### src/rtl/zx_bus_pkg.sv
// Shared types and constants for the ZX edge-connector front end.
package zx_bus_pkg;

   typedef enum logic [2:0] {
      IDLE,
      QUAL,
      ACTIVE_RD,
      ACTIVE_WR,
      RECOVER
   } state_t;

   typedef enum logic {
      KIND_RD,
      KIND_WR
   } kind_t;

   localparam int SYNC_STAGES_DEF   = 2;
   localparam int SETTLE_CYCLES_DEF = 3;

   localparam logic [1:0] ROM_A15_14 = 2'b00;

   function automatic logic in_rom(input logic [15:0] addr);
      return addr[15:14] == ROM_A15_14;
   endfunction

endpackage

### src/rtl/zx_sync_bit.sv
// N-flop synchroniser for one active-low Z80 strobe; resets to the inactive (high) level.
module zx_sync_bit #(
   parameter int STAGES = 2
) (
   input  logic clk32,
   input  logic rst_n,
   input  logic din,
   output logic dout
);

   logic [STAGES-1:0] sr;

   always_ff @(posedge clk32 or negedge rst_n) begin
      if (!rst_n) begin
         sr <= '1;
      end else begin
         sr <= {sr[STAGES-2:0], din};
      end
   end

   assign dout = sr[STAGES-1];

endmodule

### src/rtl/zx_io_cycle_detect.sv
// Derives qualified Z80 I/O read/write cycles from n_rd/n_wr (n_iorq is unusable on the host)
// and tracks whether the last opcode fetch came from the ROM window.
module zx_io_cycle_detect
   import zx_bus_pkg::*;
#(
   parameter int SYNC_STAGES   = SYNC_STAGES_DEF,
   parameter int SETTLE_CYCLES = SETTLE_CYCLES_DEF
) (
   input  logic        clk32,
   input  logic        rst_n,
   input  logic [15:0] a,
   input  logic [7:0]  d,
   input  logic        n_rd,
   input  logic        n_wr,
   input  logic        n_mreq,
   input  logic        n_m1,
   output logic        io_rd,
   output logic        io_wr,
   output logic        rd_stb,
   output logic        wr_stb,
   output logic [15:0] io_addr,
   output logic [7:0]  io_data,
   output logic        rom_m1_access,
   output logic        busy
);

   localparam int ARM_W = $clog2(SYNC_STAGES + 1) + 1;

   logic rd_s, wr_s, mreq_s, m1_s;

   zx_sync_bit #(.STAGES(SYNC_STAGES)) u_sync_rd   (.clk32(clk32), .rst_n(rst_n), .din(n_rd),   .dout(rd_s));
   zx_sync_bit #(.STAGES(SYNC_STAGES)) u_sync_wr   (.clk32(clk32), .rst_n(rst_n), .din(n_wr),   .dout(wr_s));
   zx_sync_bit #(.STAGES(SYNC_STAGES)) u_sync_mreq (.clk32(clk32), .rst_n(rst_n), .din(n_mreq), .dout(mreq_s));
   zx_sync_bit #(.STAGES(SYNC_STAGES)) u_sync_m1   (.clk32(clk32), .rst_n(rst_n), .din(n_m1),   .dout(m1_s));

   logic [15:0] a_q;
   logic [7:0]  d_q;

   always_ff @(posedge clk32) begin
      a_q <= a;
      d_q <= d;
   end

   logic cond_rd, cond_wr, kind_cond;
   assign cond_rd = !rd_s &&  wr_s && mreq_s && m1_s;
   assign cond_wr =  rd_s && !wr_s && mreq_s && m1_s;

   // The synchronisers come out of reset reading "idle", so the bus only counts as
   // genuinely idle after SYNC_STAGES+1 consecutive high samples; this keeps a cycle
   // already in flight at reset release from producing a strobe.
   logic             armed;
   logic [ARM_W-1:0] arm_cnt;

   always_ff @(posedge clk32 or negedge rst_n) begin
      if (!rst_n) begin
         armed   <= 1'b0;
         arm_cnt <= '0;
      end else if (!armed) begin
         if (rd_s && wr_s) begin
            if (arm_cnt == ARM_W'(SYNC_STAGES)) begin
               armed <= 1'b1;
            end else begin
               arm_cnt <= arm_cnt + ARM_W'(1);
            end
         end else begin
            arm_cnt <= '0;
         end
      end
   end

   state_t     state, state_nx;
   kind_t      kind, kind_nx;
   logic [3:0] cnt, cnt_nx;
   logic       acc_rd, acc_wr;

   assign kind_cond = (kind == KIND_WR) ? cond_wr : cond_rd;

   always_comb begin
      state_nx = state;
      kind_nx  = kind;
      cnt_nx   = cnt;
      acc_rd   = 1'b0;
      acc_wr   = 1'b0;
      case (state)
         IDLE: begin
            if (armed && (cond_rd || cond_wr)) begin
               state_nx = QUAL;
               cnt_nx   = 4'd1;
               kind_nx  = cond_wr ? KIND_WR : KIND_RD;
            end
         end
         QUAL: begin
            // cnt counts synced samples already seen holding; the last one decides acceptance
            if (cnt == 4'(SETTLE_CYCLES)) begin
               if (kind == KIND_WR) begin
                  state_nx = ACTIVE_WR;
                  acc_wr   = 1'b1;
               end else begin
                  state_nx = ACTIVE_RD;
                  acc_rd   = 1'b1;
               end
            end else if (kind_cond) begin
               cnt_nx = cnt + 4'd1;
            end else begin
               state_nx = IDLE;
            end
         end
         ACTIVE_RD, ACTIVE_WR: begin
            if ((rd_s && wr_s) || !mreq_s || !m1_s) begin
               state_nx = RECOVER;
            end
         end
         RECOVER: state_nx = IDLE;
         default: state_nx = IDLE;
      endcase
   end

   always_ff @(posedge clk32 or negedge rst_n) begin
      if (!rst_n) begin
         state         <= IDLE;
         kind          <= KIND_RD;
         cnt           <= 4'd0;
         rd_stb        <= 1'b0;
         wr_stb        <= 1'b0;
         io_addr       <= 16'h0000;
         io_data       <= 8'h00;
         rom_m1_access <= 1'b0;
      end else begin
         state  <= state_nx;
         kind   <= kind_nx;
         cnt    <= cnt_nx;
         rd_stb <= acc_rd;
         wr_stb <= acc_wr;
         if (acc_rd || acc_wr) begin
            io_addr <= a_q;
         end
         if (acc_wr) begin
            io_data <= d_q;
         end
         if (!m1_s && !mreq_s) begin
            rom_m1_access <= in_rom(a_q);
         end
      end
   end

   assign io_rd = (state == ACTIVE_RD);
   assign io_wr = (state == ACTIVE_WR);
   assign busy  = (state != IDLE);

endmodule

### config.mk
export PLATFORM = sky130hd
export DESIGN_NAME = zx_io_cycle_detect
export DESIGN_NICKNAME = d
export VERILOG_FILES = /design/src/rtl/zx_bus_pkg.sv /design/src/rtl/zx_sync_bit.sv /design/src/rtl/zx_io_cycle_detect.sv
export SDC_FILE = /design/constraint.sdc
export NUM_CORES = 1
export LEC_CHECK = 0
export CORE_ASPECT_RATIO = 1.4
export CORE_MARGIN = 5
export CORE_UTILIZATION = 29
export DETAILED_ROUTE_END_ITERATION = 10
export GPL_ROUTABILITY_DRIVEN = 0
export SYNTH_ARGS = -nofsm -noshare
export SYNTH_HDL_FRONTEND = slang
export SYNTH_HIERARCHICAL = 1
export SYNTH_SLANG_ARGS = --single-unit
### constraint.sdc
create_clock -name clk32 -period 2 [get_ports clk32]
set_input_delay 0.2 -clock clk32 [delete_from_list [all_inputs] [get_ports clk32]]
set_output_delay 0.2 -clock clk32 [all_outputs]
set_load 0.1 [all_outputs]
==> impl_metrics.toml <==
[outcome]
status = "complete, no violations"

[clock_network]
root_buffer = "clkbuf_16"
clk_latency_ns = 0.32
clockBufferDepth = 2
cts_tree = "built"
cts_made_buffers = 9
clock-sinks = 71
cts.clk_slew.worst_paths_ns = 0.06
htreeDepth = 3

[timing]
setup_tns_ns = 0
skew_ns = 0.006289
hold_violations = 0
worst_pin_slew_ns = 0.6023
rsz0062_at_grt = "no"
final_max_slew_viol_count = 0
layout_min_cycle_time_ns = 1.789
fmax_mhz = 559.0
finalSetupViolCount = 0
period_share_pct = 89.44
slew_headroom_pct = 59.84

[worst_setup_path]
path_class = "reg -> reg"
worstPathMaxFanout = 7
cp-start-kind = "flop"
endpoint_kind = "flop"
critPathRequiredTime_ns = 2.25
crit_arrival_ns = 2.04

[pwr]
combPwrFrac_pct = 40.9
p_clk_share_pct = 28.2
ir_drop_mv = 1.049
p_leak_nw = 1.582
powerDensity_nw_per_um2 = 1781
power.share.switching_pct = 42.08
power_switching_w = 0.002558
seq_power_share_pct = 30.9
intPower_w = 0.003520
total_power_w = 0.006078

[layout]
nets = 270
syn_to_final_growth_pct = 43.65
drive_gt1_share_pct = 37.60
design_area_sq_um = 3413
diodes = 0
fin_util_pct = 42.14

[floorplanning]
rows = 39
start_util_pct = 29.33
die-area_sq_um = 10130
core_sq_um = 8100
die_h_um = 117.1
ios = 60
fp.dieW_um = 86.50

[drt]
wirelength_um = 4518
first_pass_iters = 4
vias_per_cell = 4.279
drt_iter0_drc = 43
drc = 0
final_antenna_net_count = 0
wl_per_cell_um = 13.13
num_vias = 1472

[yosys]
synth_edf_count = 0
async_reset_ff_share_pct = 66.20
synth_warnings = 6
synth_ff_type = "dfrtp_1"
syn-instance-count = 164
synth_nets = 197
ys_seq_elements = 71
yosysSeqAreaShare_pct = 70.14
syn-cell-area_sq_um = 2376
avgSynthCellArea_sq_um = 14.49
synth_cell_types = 34

[placement]
portBuffers = 59
hpwl_um = 3240
placed_cell_area_sq_um = 3072

[global_routing]
grt_pass1_wl_um = 7279
globalRouteTotalUtil_pct = 9.285
grt_max_degree = 28
grt-ovfl-total = 0
antenna_found_initial = 0
grt_pass1_vias = 1536

[run]
maxCapViolCount = 0

[min_path]
hold_class = "in -> reg"
cells in the final DEF (no fill, tap or decap), types with 2 or more instances in the layout:
cell type and count:
or3b_2 2, mux2_2 26, clkbuf_16 9, nor2_1 10
buf_12 3, ha_1 3, nand2_1 8, clkbuf_8 2
buf_4 31, dfrtp_1 39, inv_1 6, clkdlybuf4s50_1 28
nand3_1 5, o21ai_0 7, bufinv_16 2, dfstp_2 8
a31oi_1 2, clkinv_2 2, dfxtp_1 24, o41ai_1 2
cell usage after synthesis, types with 2 or more instances:
library cell  instances  share of area [%]
dfstp_2               8                8.8
dfrtp_1              39                 41
nand2_1               8                1.3
or3b_2                2               0.74
nand3_1               5                1.1
nor2_1               10                1.6
o41ai_1               2               0.74
ha_1                  3                1.6
mux2_2               26                 12
buf_2                 2               0.42
a31oi_1               2               0.53
dfxtp_1              24                 20
inv_1                 6               0.95
o21ai_0               7                1.5
flip-flops by register name (all words and copies together) (netlist names), 2 cells and up:
signal / count
u_sync_wr/sr: 2
u_sync_mreq/sr: 2
u_sync_rd/sr: 2
arm_cnt: 3
state: 3
io_data: 8
io_addr: 16
a_q: 16
d_q: 8
cnt: 4
u_sync_m1/sr: 2
path summary, 6_finish.rpt:
| check | startpoint | endpoint | slack [ns] | depth (start not counted) |
|---|---|---|---|---|
| worst max-delay path | u_sync_wr/sr[1] | cnt[3] | 0.21 | 4 |
| worst min-delay path | n_rd | u_sync_rd/sr[0] | 0.30 | 1 |
| worst max register to register | u_sync_wr/sr[1] | cnt[3] | 0.21 | 4 |
| worst min register to register | u_sync_m1/sr[0] | u_sync_m1/sr[1] | 0.35 | 0 |
| max in group asynchronous | rst_n | state[1] | 0.96 | 3 |
| min in group asynchronous | rst_n | kind | 0.43 | 2 |
metal layers:
layer / GRT usage (%) / wire, um / up-vias
met1: 10.62 / 1918 / 706
met2: 15.73 / 2244 / 42
met3: 3.151 / 305 / 4
li1: - / - / 720
met5: 0 / 0 / -
met4: 4.054 / 49 / 0
layout make-up:
cell class,instances,area [sq um]
clock buffers,11,252.7
clock inverters,5,78.83
fillers,780,4687
inverters,6,22.52
multi-input cells,85,676.9
flip-flops and latches,71,1667
well taps,102,127.6
repair buffers,64,588.1
per-stage QoR:
stage | cells | setup WS [ns] | hold WS (ns)
2_1_floorplan | 164 | -0.04010 | -0.09559
3_3_place_gp | 327 | 0.2480 | 0.2558
3_5_place_dp | 327 | 0.2228 | 0.2636
4_1_cts | 344 | 0.2132 | 0.2946
5_1_grt | 344 | 0.1343 | 0.3122
6_report | 344 | 0.2112 | 0.3035
critical path, cell delays in order (launching register included):
cell     delay, ns
dfstp_2       0.57
or3b_1        0.36
a21o_1        0.24
or4_1         0.48
nand3_1       0.08
kinds of logic after synthesis:
logic type	count (synthesis)	share of synthesized area, %
flip-flops	71	70.14
AND/OR/NAND/NOR	34	8.110
buffers and inverters	8	1.369
adder cells (fa/ha/maj)	3	1.580
multiplexers	26	12.32
AO/OA/AOI/OAI	20	5.740
XOR/XNOR	2	0.7374
power by group through the flow:
stage | combinational, W | clock (W) | sequential [W]
global route | 0.00261 | 0.00182 | 0.00191
global placement | 0.00249 | 0 | 0.00190
CTS | 0.00251 | 0.00176 | 0.00188
floorplan | 0.000585 | 0 | 0.00320
detailed placement | 0.00251 | 0 | 0.00190
finish | 0.00249 | 0.00171 | 0.00188
what timing repair did:
action / 4_1_cts / 5_1_grt
buffers inserted: 0 / 0
hold endpoints to repair: 17 / 0
hold buffers: 1 / 0
gates resized for setup: 0 / 0
Note: power is estimated with default switching activity, not from simulation.
==> edit 1: new RTL, same settings <==
Remove the register `wr_stb`: a continuous assignment takes its place, so the output `wr_stb` follows one clock earlier.
--- a/src/rtl/zx_io_cycle_detect.sv
+++ b/src/rtl/zx_io_cycle_detect.sv
@@ -123,3 +123,2 @@
          rd_stb        <= 1'b0;
-         wr_stb        <= 1'b0;
          io_addr       <= 16'h0000;
@@ -132,3 +131,2 @@
          rd_stb <= acc_rd;
-         wr_stb <= acc_wr;
          if (acc_rd || acc_wr) begin
@@ -145,2 +143,4 @@
 
+   assign wr_stb = acc_wr;
+
    assign io_rd = (state == ACTIVE_RD);
Formal check against the unedited RTL: not equivalent (Yosys sat finds a counterexample within 10 cycles, from zero or initial values and one cycle with rst_n low).
==> edit 1 against the original RTL <==
Wire length decreased by 3.3%. Cell area shrank 1.9%. Via count grew 1.6%. Synthesized area is 1.1% lower. Sequential cell count is 1 lower. Critical path depth stayed put. Total power down 4.2%. Worst setup slack lost 0.046 ns. Clock power is 13% lower. Largest cell class unchanged.
==> edit 1: results (changes against the original RTL) <==
Power
  – Maximum resistive drop on vdd: 0.9844 mV (was 1.049 mV)
  – Leak Pwr: 0.001538 uW (was 0.001582 uW)
  – Sw Pwr: 2535 uW (was 2558 uW)

Hold path
  – Hold Path Sink: u_sync_mreq/sr[0] (was u_sync_rd/sr[0])
  – Hold_sp: n_mreq (was n_rd)
  – Worst Hold Class: in2reg (unchanged)
  – Hold depth: 1 (unchanged)

Clocking
  – H-tree Lvls: 3 (unchanged)
  – Num CTS Buffers: 9 (unchanged)
  – Clock Tree Root: clkbuf_16 (unchanged)
  – Clock Latency Late Sink: 0.32 ns (about the same)
  – Setup bufs post-CTS: 0 (unchanged)

Logic synthesis
  – Largest family of logic cells by synthesized area: multiplexers (unchanged)
  – Register area share after synthesis: 69.82% (was 70.14%)
  – Post-synthesis compound-gate area fraction: 5.801% (was 5.740%)
  – Top cells by area, synth: dfrtp_1, dfxtp_1, mux2_2 (unchanged)
  – Commonest cells post-synth: dfrtp_1, mux2_2, dfxtp_1 (unchanged)
  – Synth Net Count: 196 (was 197)
  – Post-synth cell types: 34 (unchanged)
  – Synth Area in Adders: 1.597% (was 1.580%)
  – Mux share of post-synthesis cell area: 12.45% (was 12.32%)
  – Synth Area in XOR/XNOR: 0.7451% (was 0.7372%)
  – Async S/R FF share, synth: 65.71% (was 66.20%)
  – Main synth FF type: dfrtp_1 (unchanged)
  – Ys Warns: 6 (unchanged)

Setup path
  – Critical path data arrival time: 1.63 ns (was 2.04 ns)
  – Worst Reg-to-Reg Cells: 4 (unchanged)
  – CP max FO: 10 (was 7)

Timing
  – Rel. slew slack: 61.25% (was 59.84%)
  – Hold WS: 0.2902 ns (was 0.3035 ns)
  – Setup Skew: 0.004288 ns (was 0.006289 ns)

Final layout
  – Largest registers: a_q: 16 flops, io_addr: 16 flops (unchanged)
  – Fillers: 784 (was 780)
  – Final net count: 269 (was 270)
  – Share of layout cells above drive strength 1: 36.51% (was 37.60%)

Route
  – DRT Pass-1 Iters: 4 (unchanged)
  – Wire length per cell: 12.74 um (was 13.13 um)
  – Avg Vias per Cell: 4.359 (was 4.279)
  – Initial DRC Count: 42 (was 43)

Global route
  – First-pass GRT wire length: 7.272 mm (was 7.279 mm)
  – Pin count of the biggest net entering global routing: 47 (was 28)
  – Antenna violations before repair: 0 (unchanged)
  – Total GRT Usage: 9.532% (was 9.285%)
  – Vias in the first global route: 1,539 (was 1,536)

Place
  – Input/output buffers: 59 (unchanged)
  – Placed wire-length estimate after detailed placement: 3.146 mm (was 3.240 mm)

Run status
  – Status: finished, final reports clean (unchanged)
-- edit 1: final cells by class --
cell class | count | share of cell area, %
repair buffers | 64 | 17.56
clock inverters | 4 | 1.420
multi-input cells | 85 | 20.47
clock buffers | 12 | 7.060
inverters | 6 | 0.6724
well taps | 102 | 3.810
flip-flops and latches | 70 | 49.01
-- edit 1: through the flow --
step / TNS, ns / area, sq um / power, uW / setup slack (ns) / cells
4_1_cts: 0 / 3341 / 5896 / 0.05469 / 343
6_report: 0 / 3349 / 5823 / 0.1652 / 343
5_1_grt: 0 / 3349 / 6106 / 0.05742 / 343
3_5_place_dp: 0 / 3047 / 4370 / 0.2197 / 326
2_1_floorplan: -0.08019 / 2351 / 3762 / -0.04010 / 163
3_3_place_gp: 0 / 3047 / 4340 / 0.2389 / 326
-- edit 1: kinds of logic after synthesis --
| group | after synthesis |
|---|---|
| multiplexers | 26 |
| AO/OA/AOI/OAI | 20 |
| buffers and inverters | 8 |
| XOR/XNOR | 2 |
| adder cells (fa/ha/maj) | 3 |
| flip-flops | 70 |
| AND/OR/NAND/NOR | 34 |
-- edit 1: critical path, stage by stage, from the launching register on --
cell	delay, ns
dfrtp_1	0.43
nor2_1	0.30
nand4_4	0.24
inv_1	0.16
buf_12	0.18
-- edit 1: worst max path at each step --
stage,slack [ns],to,from
2_1_floorplan,-0.04,io_rd,state[2]
3_3_place_gp,0.24,cnt[3],u_sync_wr/sr[1]
3_5_place_dp,0.22,cnt[3],u_sync_wr/sr[1]
4_1_cts,0.05,wr_stb,state[2]
5_1_grt,0.06,wr_stb,cnt[3]
6_report,0.17,wr_stb,cnt[3]
-- edit 1: power groups by stage --
stage / clock network (uW) / registers (uW) / logic, uW
floorplan: 0 / 3160 / 604
global placement: 0 / 1870 / 2470
detailed placement: 0 / 1880 / 2490
CTS: 1550 / 1850 / 2500
global route: 1620 / 1890 / 2590
finish: 1490 / 1850 / 2480
-- edit 1: timing repair --
action,CTS,global route
setup endpoints to repair,0,1
hold buffers,1,0
resized for setup,0,1
endpoints found under the hold margin,38,0
-- edit 1: routing by layer --
metal / GRT usage [%] / part of all wire [%] / wire length, um / vias up
met2: 15.65 / 54 / 2347 / 42
met3: 3.811 / 6.4 / 281 / 6
met5: 0 / 0 / 0 / -
met1: 10.71 / 38 / 1667 / 732
met4: 4.752 / 1.6 / 72 / 0
li1: - / - / - / 715
==> edit 2: new RTL, same flow settings <==
Without the edit above. Change the package constant `SYNC_STAGES_DEF` from 2 to 4.
--- a/src/rtl/zx_bus_pkg.sv
+++ b/src/rtl/zx_bus_pkg.sv
@@ -16,3 +16,3 @@
 
-   localparam int SYNC_STAGES_DEF   = 2;
+   localparam int SYNC_STAGES_DEF   = 4;
    localparam int SETTLE_CYCLES_DEF = 3;
Behaviour: not the same (a bounded check fails within 4 cycles, from zero or initial values and one cycle with rst_n low).
==> edit 2 against the original RTL <==
Global-route usage rose by 0.097 points. Synthesized area rose by 12%. Die area rose by 11%. Hold slack got worse by 0.023 ns. Sequential cell count rose by 9. Wire length rose by 5.6%. Worst setup slack improved by 0.017 ns. Cell area rose by 7.2%.
Power is not shown: default switching activity piles up to over one toggle a cycle in this logic, so the estimate is an artifact.
==> edit 2: results (changes against the original RTL) <==
Logic synthesis
  – Ys Warns: 6 (unchanged)
  – Post-synth cell types: 41 (was 34)
  – Commonest cells post-synth: dfrtp_1, dfxtp_1, mux2_2 (was dfrtp_1, mux2_2, dfxtp_1)
  – Top cells by area, synth: dfrtp_1, dfxtp_1, dfstp_2 (was dfrtp_1, dfxtp_1, mux2_2)
  – Synth Net Count: 212 (was 197)
  – Async S/R FF share, synth: 70.00% (was 66.20%)
  – Register area share after synthesis: 71.36% (was 70.14%)
  – Number of synthesized flops with an enable pin: 0 (unchanged)

Hold path
  – Worst Hold Class: in2reg (unchanged)
  – Hold_sp: n_rd (unchanged)

Global route
  – GR Util met1: 10.53% (was 10.62%)
  – Total GRT Usage: 9.382% (was 9.285%)
  – First-pass GRT wire length: 8.307 mm (was 7.279 mm)
  – Antenna violations before repair: 0 (unchanged)
  – Vias in the first global route: 1,754 (was 1,536)
  – Met3 Usage GRT: 3.104% (was 3.151%)
  – Met2 Use GR: 15.48% (was 15.73%)
  – Pin count of the biggest net entering global routing: 57 (was 28)

Setup path
  – CP peak stage delay: 0.41 ns (was 0.57 ns)
  – Critical path data arrival time: 1.98 ns (was 2.04 ns)
  – Slowest CP cell: dfrtp_1 (was dfstp_2)
  – CP max FO: 10 (was 7)
  – Largest delay contributor family on the critical path: simple AND/OR/NAND/NOR gates (unchanged)
  – Reg2reg start: cnt[0] (was u_sync_wr/sr[1])
  – Crit. Startpoint: cnt[0] (was u_sync_wr/sr[1])

Route
  – Met3 wire len: 278 um (was 305 um)
  – Initial DRC Count: 76 (was 43)
  – Met1 WL: 1.900 mm (was 1.918 mm)
  – DRT Pass-1 Iters: 4 (unchanged)
  – DRT Wirelength: 4.770 mm (was 4.518 mm)
  – Top routing layer in use: met4 (unchanged)
  – Avg Vias per Cell: 4.503 (was 4.279)
  – Met2 wire len: 2.474 mm (was 2.244 mm)

Clocking
  – Worst-path clk slew: 0.05 ns
  – Worst-case clock buffer depth: 2 (unchanged)
  – Cts hold-fix bufs: 1 (unchanged)
  – Post-CTS sizing: 0 (unchanged)
  – Num CTS Buffers: 9 (unchanged)
  – Clock Tree Root: clkbuf_16 (unchanged)
  – Setup bufs post-CTS: 0 (unchanged)
  – Clock Latency Late Sink: 0.33 ns
  – H-tree Lvls: 3 (unchanged)

Final layout
  – Final net count: 283 (was 270)
  – Share of layout cells above drive strength 1: 38.04% (was 37.60%)
  – Diodes inserted: 0 (unchanged)
  – Largest registers: a_q: 16 flops, io_addr: 16 flops (unchanged)

Timing
  – Rel. slew slack: 68.54% (was 59.84%)
  – Setup Skew: 0.003971 ns (was 0.006289 ns)

Run status
  – Status: finished, final reports clean (unchanged)

Place
  – Placed wire-length estimate after detailed placement: 3.285 mm (was 3.240 mm)
  – Input/output buffers: 59 (unchanged)
  – Pre-CTS setup slack: 0.1921 ns (was 0.2228 ns)
## edit 2: kinds of logic (layout without fill, tap and decap cells)
group / count (synthesis) / in the layout / share of synthesized area [%]
AOI/OAI and AO/OA: 27 / 27 / 7.090
xor gates and xnor gates: 1 / 1 / 0.3287
adders and majority gates: 3 / 3 / 1.409
buffers and inverters: 8 / 84 / 1.549
DFF: 80 / 80 / 71.36
muxes: 25 / 25 / 10.52
and+or+nand+nor: 35 / 35 / 7.747
## edit 2: metrics by stage
step / hold slack [ns] / cell area [sq um] / std cells / util (%)
floorplan: -0.09559 / 2665 / 179 / -
global placement: 0.2240 / 3347 / 345 / 37.07
detailed placement: 0.2261 / 3347 / 345 / 37.07
CTS: 0.2662 / 3660 / 362 / 40.53
global route: 0.2766 / 3660 / 362 / 40.53
finish: 0.2802 / 3660 / 362 / 40.53
## edit 2: final cells by class
type	count	area, sq um
inverters	5	18.77
repair buffers	63	580.6
well taps	107	133.9
clock inverters	3	42.54
flip-flops and latches	80	1902
clock buffers	13	260.3
fillers	853	5369
multi-input cells	91	721.9
## edit 2: worst register-to-register path, delay by kind of cell (launching register included)
kind,cells,cell delay [ns]
adder cells (fa/ha/maj),1,0.18
flip-flops,1,0.41
AND/OR/NAND/NOR,2,0.70
multiplexers,1,0.36
## edit 2: path summary, 6_finish.rpt
path                       depth (start not counted)  slack, ns         endpoint
max reg2reg                                        4       0.23       io_data[2]
max                                                4       0.23       io_data[2]
min in group asynchronous                          3       0.40           cnt[3]
max in group asynchronous                          3       1.30  u_sync_m1/sr[1]
min                                                1       0.28  u_sync_rd/sr[0]
min reg2reg                                        0       0.35  u_sync_m1/sr[3]
